## src/rtl/multicycle_control_if.sv

```systemverilog
// Instruction/data memory request handshake bundle for the multicycle sequencer.
// The controller holds a request high until the matching ready arrives.
interface multicycle_control_if;
  logic imem_req;
  logic imem_ready;
  logic dmem_req;
  logic dmem_we;
  logic dmem_ready;

  modport master (
    output imem_req,
    output dmem_req,
    output dmem_we,
    input  imem_ready,
    input  dmem_ready
  );

  modport slave (
    input  imem_req,
    input  dmem_req,
    input  dmem_we,
    output imem_ready,
    output dmem_ready
  );
endinterface

```

## src/rtl/multicycle_control.sv

```systemverilog
// RV32I multicycle sequencer: FETCH/DECODE/EXEC/MEM/WB with retire counter.
// Define CTRL_ILLEGAL_TRAP_EN to trap on illegal opcodes instead of NOP-retiring.
module multicycle_control #(
  parameter int CNT_W = 32
) (
  input  logic             clk,
  input  logic             rst_n,
  input  logic [6:0]       opcode,
  input  logic             br_taken,
  multicycle_control_if.master mem,
  output logic             ir_we,
  output logic [2:0]       aluop,
  output logic             pc_we,
  output logic [1:0]       pc_sel,
  output logic             reg_we,
  output logic [1:0]       wb_sel,
  output logic             illegal,
  output logic [CNT_W-1:0] instret,
  output logic [2:0]       state
);

  typedef enum logic [2:0] {
    S_IDLE   = 3'd0,
    S_FETCH  = 3'd1,
    S_DECODE = 3'd2,
    S_EXEC   = 3'd3,
    S_MEM    = 3'd4,
    S_WB     = 3'd5,
    S_TRAP   = 3'd6
  } state_t;

  typedef enum logic [2:0] {
    C_LUI    = 3'b000,
    C_AUIPC  = 3'b001,
    C_JAL    = 3'b010,
    C_BRANCH = 3'b011,
    C_LOAD   = 3'b100,
    C_STORE  = 3'b101,
    C_OPIMM  = 3'b110,
    C_OP     = 3'b111
  } cls_t;

  localparam logic [1:0] PC_4   = 2'b00;
  localparam logic [1:0] PC_IMM = 2'b01;
  localparam logic [1:0] PC_ALU = 2'b10;

  localparam logic [1:0] WB_ALU = 2'b00;
  localparam logic [1:0] WB_MEM = 2'b01;
  localparam logic [1:0] WB_PC4 = 2'b10;

  state_t st;
  state_t st_nxt;
  cls_t   cls;
  logic   jalr;

  cls_t   dec_cls;
  logic   dec_jalr;
  logic   dec_legal;
  logic   cls_load;

  always_comb begin
    dec_cls   = C_OP;
    dec_jalr  = 1'b0;
    dec_legal = 1'b1;
    unique case (1'b1)
      (opcode == 7'b0110111): dec_cls = C_LUI;
      (opcode == 7'b0010111): dec_cls = C_AUIPC;
      (opcode == 7'b1101111): dec_cls = C_JAL;
      (opcode == 7'b1100111): begin
        dec_cls  = C_JAL;
        dec_jalr = 1'b1;
      end
      (opcode == 7'b1100011): dec_cls = C_BRANCH;
      (opcode == 7'b0000011): dec_cls = C_LOAD;
      (opcode == 7'b0100011): dec_cls = C_STORE;
      (opcode == 7'b0010011): dec_cls = C_OPIMM;
      (opcode == 7'b0110011): dec_cls = C_OP;
      default:                dec_legal = 1'b0;
    endcase
  end

  always_ff @(posedge clk or negedge rst_n) begin
    if (!rst_n) begin
      st <= S_IDLE;
    end else begin
      st <= st_nxt;
    end
  end

  // Illegal opcodes leave the class register untouched.
  always_ff @(posedge clk or negedge rst_n) begin
    if (!rst_n) begin
      cls  <= C_OP;
      jalr <= 1'b0;
    end else if (cls_load) begin
      cls  <= dec_cls;
      jalr <= dec_jalr;
    end
  end

  always_ff @(posedge clk or negedge rst_n) begin
    if (!rst_n) begin
      instret <= '0;
    end else if (pc_we) begin
      instret <= instret + CNT_W'(1);
    end
  end

  always_comb begin
    st_nxt       = st;
    cls_load     = 1'b0;
    mem.imem_req = 1'b0;
    mem.dmem_req = 1'b0;
    mem.dmem_we  = 1'b0;
    ir_we        = 1'b0;
    pc_we        = 1'b0;
    pc_sel       = PC_4;
    reg_we       = 1'b0;
    wb_sel       = WB_ALU;
    unique case (st)
      S_IDLE: begin
        st_nxt = S_FETCH;
      end
      S_FETCH: begin
        mem.imem_req = 1'b1;
        if (mem.imem_ready) begin
          ir_we  = 1'b1;
          st_nxt = S_DECODE;
        end
      end
      S_DECODE: begin
        if (dec_legal) begin
          cls_load = 1'b1;
          st_nxt   = S_EXEC;
        end else begin
`ifdef CTRL_ILLEGAL_TRAP_EN
          st_nxt = S_TRAP;
`else
          pc_we  = 1'b1;
          st_nxt = S_FETCH;
`endif
        end
      end
      S_EXEC: begin
        unique case (cls)
          C_LOAD, C_STORE: st_nxt = S_MEM;
          C_BRANCH: begin
            pc_we  = 1'b1;
            pc_sel = br_taken ? PC_IMM : PC_4;
            st_nxt = S_FETCH;
          end
          default: st_nxt = S_WB;
        endcase
      end
      S_MEM: begin
        mem.dmem_req = 1'b1;
        mem.dmem_we  = (cls == C_STORE);
        if (mem.dmem_ready) begin
          if (cls == C_STORE) begin
            pc_we  = 1'b1;
            st_nxt = S_FETCH;
          end else begin
            st_nxt = S_WB;
          end
        end
      end
      S_WB: begin
        reg_we = 1'b1;
        pc_we  = 1'b1;
        st_nxt = S_FETCH;
        if (cls == C_LOAD) begin
          wb_sel = WB_MEM;
        end else if (cls == C_JAL) begin
          wb_sel = WB_PC4;
          pc_sel = jalr ? PC_ALU : PC_IMM;
        end
      end
`ifdef CTRL_ILLEGAL_TRAP_EN
      S_TRAP: begin
        st_nxt = S_TRAP;
      end
`endif
      default: begin
        st_nxt = S_IDLE;
      end
    endcase
  end

  assign aluop = cls;
  assign state = st;

`ifdef CTRL_ILLEGAL_TRAP_EN
  assign illegal = (st == S_TRAP);
`else
  assign illegal = 1'b0;
`endif

endmodule

```

## src/flat_wrapper.sv

```systemverilog
// flat-port wrapper written by rule: the top's interface ports become plain ports
module multicycle_control_flat 
#(
  parameter int CNT_W = 32
)
  (clk, rst_n, opcode, br_taken, ir_we, aluop, pc_we, pc_sel, reg_we, wb_sel, illegal, instret, state, mem_imem_req, mem_dmem_req, mem_dmem_we, mem_imem_ready, mem_dmem_ready);
  multicycle_control_if mem_i ();
  input  logic clk;
  input  logic rst_n;
  input  logic [6:0] opcode;
  input  logic br_taken;
  output logic ir_we;
  output logic [2:0] aluop;
  output logic pc_we;
  output logic [1:0] pc_sel;
  output logic reg_we;
  output logic [1:0] wb_sel;
  output logic illegal;
  output logic [CNT_W-1:0] instret;
  output logic [2:0] state;
  output wire logic [$bits(mem_i.imem_req)-1:0] mem_imem_req;
  output wire logic [$bits(mem_i.dmem_req)-1:0] mem_dmem_req;
  output wire logic [$bits(mem_i.dmem_we)-1:0] mem_dmem_we;
  input wire logic [$bits(mem_i.imem_ready)-1:0] mem_imem_ready;
  input wire logic [$bits(mem_i.dmem_ready)-1:0] mem_dmem_ready;
  assign mem_imem_req = mem_i.imem_req;
  assign mem_dmem_req = mem_i.dmem_req;
  assign mem_dmem_we = mem_i.dmem_we;
  assign mem_i.imem_ready = mem_imem_ready;
  assign mem_i.dmem_ready = mem_dmem_ready;
  multicycle_control #(.CNT_W(CNT_W)) u_core (.clk(clk), .rst_n(rst_n), .opcode(opcode), .br_taken(br_taken), .mem(mem_i), .ir_we(ir_we), .aluop(aluop), .pc_we(pc_we), .pc_sel(pc_sel), .reg_we(reg_we), .wb_sel(wb_sel), .illegal(illegal), .instret(instret), .state(state));
endmodule
```

## config.mk

```make
export PLATFORM = sky130hd
export DESIGN_NAME = multicycle_control_flat
export DESIGN_NICKNAME = d
export VERILOG_FILES = /design/src/rtl/multicycle_control_if.sv /design/src/rtl/multicycle_control.sv /design/src/flat_wrapper.sv
export SDC_FILE = /design/constraint.sdc
export NUM_CORES = 1
export LEC_CHECK = 0
export BUFFER_PORTS_ARGS = -buffer_cell sky130_fd_sc_hd__clkbuf_2
export CELL_PAD_IN_SITES_DETAIL_PLACEMENT = 0
export CELL_PAD_IN_SITES_GLOBAL_PLACEMENT = 1
export CORE_AREA = 10 10 87 89
export DETAILED_ROUTE_END_ITERATION = 10
export DIE_AREA = 0 0 97 99
export GPL_ROUTABILITY_DRIVEN = 0
export PLACE_DENSITY = 0.75
export SKIP_CTS_REPAIR_TIMING = 1
export SYNTH_ARGS = -nofsm -noshare
export SYNTH_HDL_FRONTEND = slang
export SYNTH_SLANG_ARGS = --single-unit
```

## constraint.sdc

```tcl
create_clock -name clk -period 2.1 [get_ports clk]
set_input_delay 0.105 -clock clk [delete_from_list [all_inputs] [get_ports clk]]
set_output_delay 0.105 -clock clk [all_outputs]
set_load 0.02 [all_outputs]
```

==> flow_summary.ini <==
[timing]
tightest_slew_ns = 0.5056
setup_viol_count_final = 0
fmax_mhz = 514.6
period_minus_slack_ns = 1.943
rsz0062_at_grt = no
slew_viol_final = 0
max_slew_margin_pct = 66.29
hold_viol = 0
post-route-period-util_pct = 92.53
final.setup_skew_ns = 0.002201
tns_ns = 0

[synthesis]
ys.warnings.count = 0
synth-edff-count = 0
yosys.cell_types.count = 52
avgSynthCellArea_um2 = 10.10
netlist_area_um2 = 2212
seq_area_frac_synth_pct = 44.29
synth_nets = 233
netlist_instances = 219
ys.flop_type = dfrtp_1
ys_ff_latch = 39
async_reset_ff_share_pct = 100.0

[worst_setup_path]
end_kind = output pin
worstSetupPathType = flip-flop to output pin
rr_endpoint = u_core.instret[25]
required_ns = 2.00
r2r-start = u_core.state[1]
crit_arrival_ns = 1.84
max_stage_delay_ns = 0.48
worst-r2r-cell-count = 7
reg2reg_slack_ns = 0.16
critPathSlowestCell = dfrtp_1
path_max_fanout = 8
crit_chain = nand3b_1 > nor3b_2 > inv_1 > o22ai_1 > clkbuf_2
startpoint_type = flip-flop

[detailed_routing]
drt-total-wl_um = 5670
wire_per_inst_um = 15.62
dr.pass1.iters = 6
via_count = 1895
ant_nets = 0
drt_iter0_drc = 52
route.detailed.drc = 0
routed_via_density = 5.220

[cells_and_area]
antenna_cells = 0
drive_above_1_share_pct = 34.38
design_area_um2 = 2748
fill_cells = 582
area_growth_pct = 24.21
nets = 302

[worst_hold_path]
min_path_type = input pin to flip-flop
worstHoldStart = opcode[2]
whs_endpoint = u_core.aluop[2]
whs_path_depth = 2

[floorplanning]
die_h_um = 99
die-area_um2 = 9603
die_w_um = 97
ios = 61
start_util_pct = 37.81
core_area_um2 = 5851
rows = 28

[flow_run]
maxCapViolCount = 0

[clock_network]
root_buffer = clkbuf_8
clkTransAtPathRegs_ns = 0.07
clockBufferDepth = 2
clock-sinks = 39
tritoncts = yes
htree_levels = 2
numCtsBuffers = 5
worstSkewPairLatency_ns = 0.29

[global_routing]
first_global_vias = 1924
grt_pass1_wl_um = 9625
antenna_found_initial = 0
overflow = 0
grt_max_degree = 40
grt_use_total_pct = 11.93

[status]
status = completed

[placement]
place.port_buffers = 59
dp_hpwl_um = 4386
postPlaceCellArea_um2 = 2646

[power]
powerDensity_nw_per_um2 = 962.5
vdd_drop_max_v = 0.0005904
p_leak_nw = 1.195
==> Yosys cell counts (2+ instances only) <==
cell type  count  area [µm²]
nand2_1        7       26.28
nand4_1       20       125.1
mux2i_1        2       20.02
inv_1          8       30.03
xnor2_1       26       227.7
dfrtp_1       36       900.9
nor3_2         3       30.03
nor4_1         3       18.77
o21ai_0        3       15.01
xor2_1         6       52.55
nor2_1        14       52.55
and2_1         4       25.02
nor3b_1        3       22.52
and4_1         3       26.28
and3_1         6       37.54
buf_2          3       15.01
dfstp_2        3       78.83
nor3_1         6       30.03
nor2b_1        8       50.05
a21oi_1        2       10.01
nand3_1       18       90.09
ha_1           2       25.02
clkbuf_1       3       11.26
nand3b_1       2       15.01
==> layer usage <==
layer	vias up	wire (µm)	GRT usage (%)
met5	-	0	0
met4	0	30	4.427
met3	4	341	3.422
met2	55	2701	19.34
met1	909	2597	14.67
li1	927	-	-
==> registers in the layout, indices dropped and copies added (netlist names) <==
signal	count
u_core.jalr	1
u_core.state	3
u_core.instret	32
u_core.aluop	3
==> power by group <==
group / leakage, nW / total [mW] / internal [mW] / switching, mW
clock: 0.0470 / 0.511 / 0.258 / 0.253
sequential: 0.492 / 1.02 / 0.868 / 0.151
combinational: 0.656 / 1.12 / 0.422 / 0.694
total: 1.19 / 2.64 / 1.55 / 1.10
==> kinds of logic after synthesis <==
| group | synth area share [%] |
|---|---|
| simple gates | 30.54 |
| fa+ha+maj | 1.131 |
| flops | 44.29 |
| compound gates | 5.996 |
| other cells | 0.1695 |
| mux | 1.923 |
| xor+xnor | 12.67 |
| buf+inv | 3.280 |
==> how the worst max path moves through the flow <==
stage,from,end,slack (ns),cells past startpoint
floorplan,u_core.state[0],u_core.instret[7],0.17,7
global placement,u_core.state[1],u_core.instret[25],0.23,7
detailed placement,u_core.state[1],u_core.instret[25],0.19,7
CTS,u_core.aluop[2],pc_we,0.12,6
global route,u_core.aluop[1],pc_we,0.02,6
finish,u_core.state[1],pc_sel[0],0.16,5
==> final cells by class <==
class                           count  area, µm²  area share (%)
Clock inverter                      1      5.005          0.1821
Sequential cell                    39      980.9           35.70
Multi-Input combinational cell    163       1167           42.49
Clock buffer                        6      82.58           3.005
Inverter                            8      30.03           1.093
Tap cell                           75      93.84           3.415
Timing Repair Buffer               71      387.9           14.12
==> through the flow <==
stage          total power, mW  utilization [%]  hold WS [ns]  setup WS [ns]  std cells
4_1_cts                  2.670            46.73       -0.1229         0.1157        362
2_1_floorplan            1.755                -       -0.1906         0.1747        219
3_3_place_gp             2.137            45.23        0.1943         0.2282        355
6_report                 2.645            46.96       0.06233         0.1569        363
5_1_grt                  2.842            46.96       0.06365        0.01914        363
3_5_place_dp             2.145            45.23        0.1989         0.1895        355
==> critical path: cells and delay by family (launching register included) <==
family | cells | cell delay (ns)
compound gates | 1 | 0.15
buf+inv | 2 | 0.26
flops | 1 | 0.48
simple gates | 2 | 0.65
==> cell usage in the layout, fill, tap and decap left out, types with 2 or more instances in the layout <==
cell and count:
dfstp_2 3, o21ai_0 3, nor3_2 3, xnor2_1 26
mux2i_1 2, xor2_1 6, nor2b_1 7, nand3b_1 2
nor4_1 3, ha_1 2, buf_4 11, nor3b_1 2
clkbuf_2 59, and3_1 6, clkbuf_8 6, a21oi_1 2
and2_1 4, nand3_1 18, dfrtp_1 35, nor3_1 6
nand2_1 7, inv_1 8, nor2_1 14, and4_1 3
nand4_1 20
No activity file was read; power rests on OpenSTA's default activity.
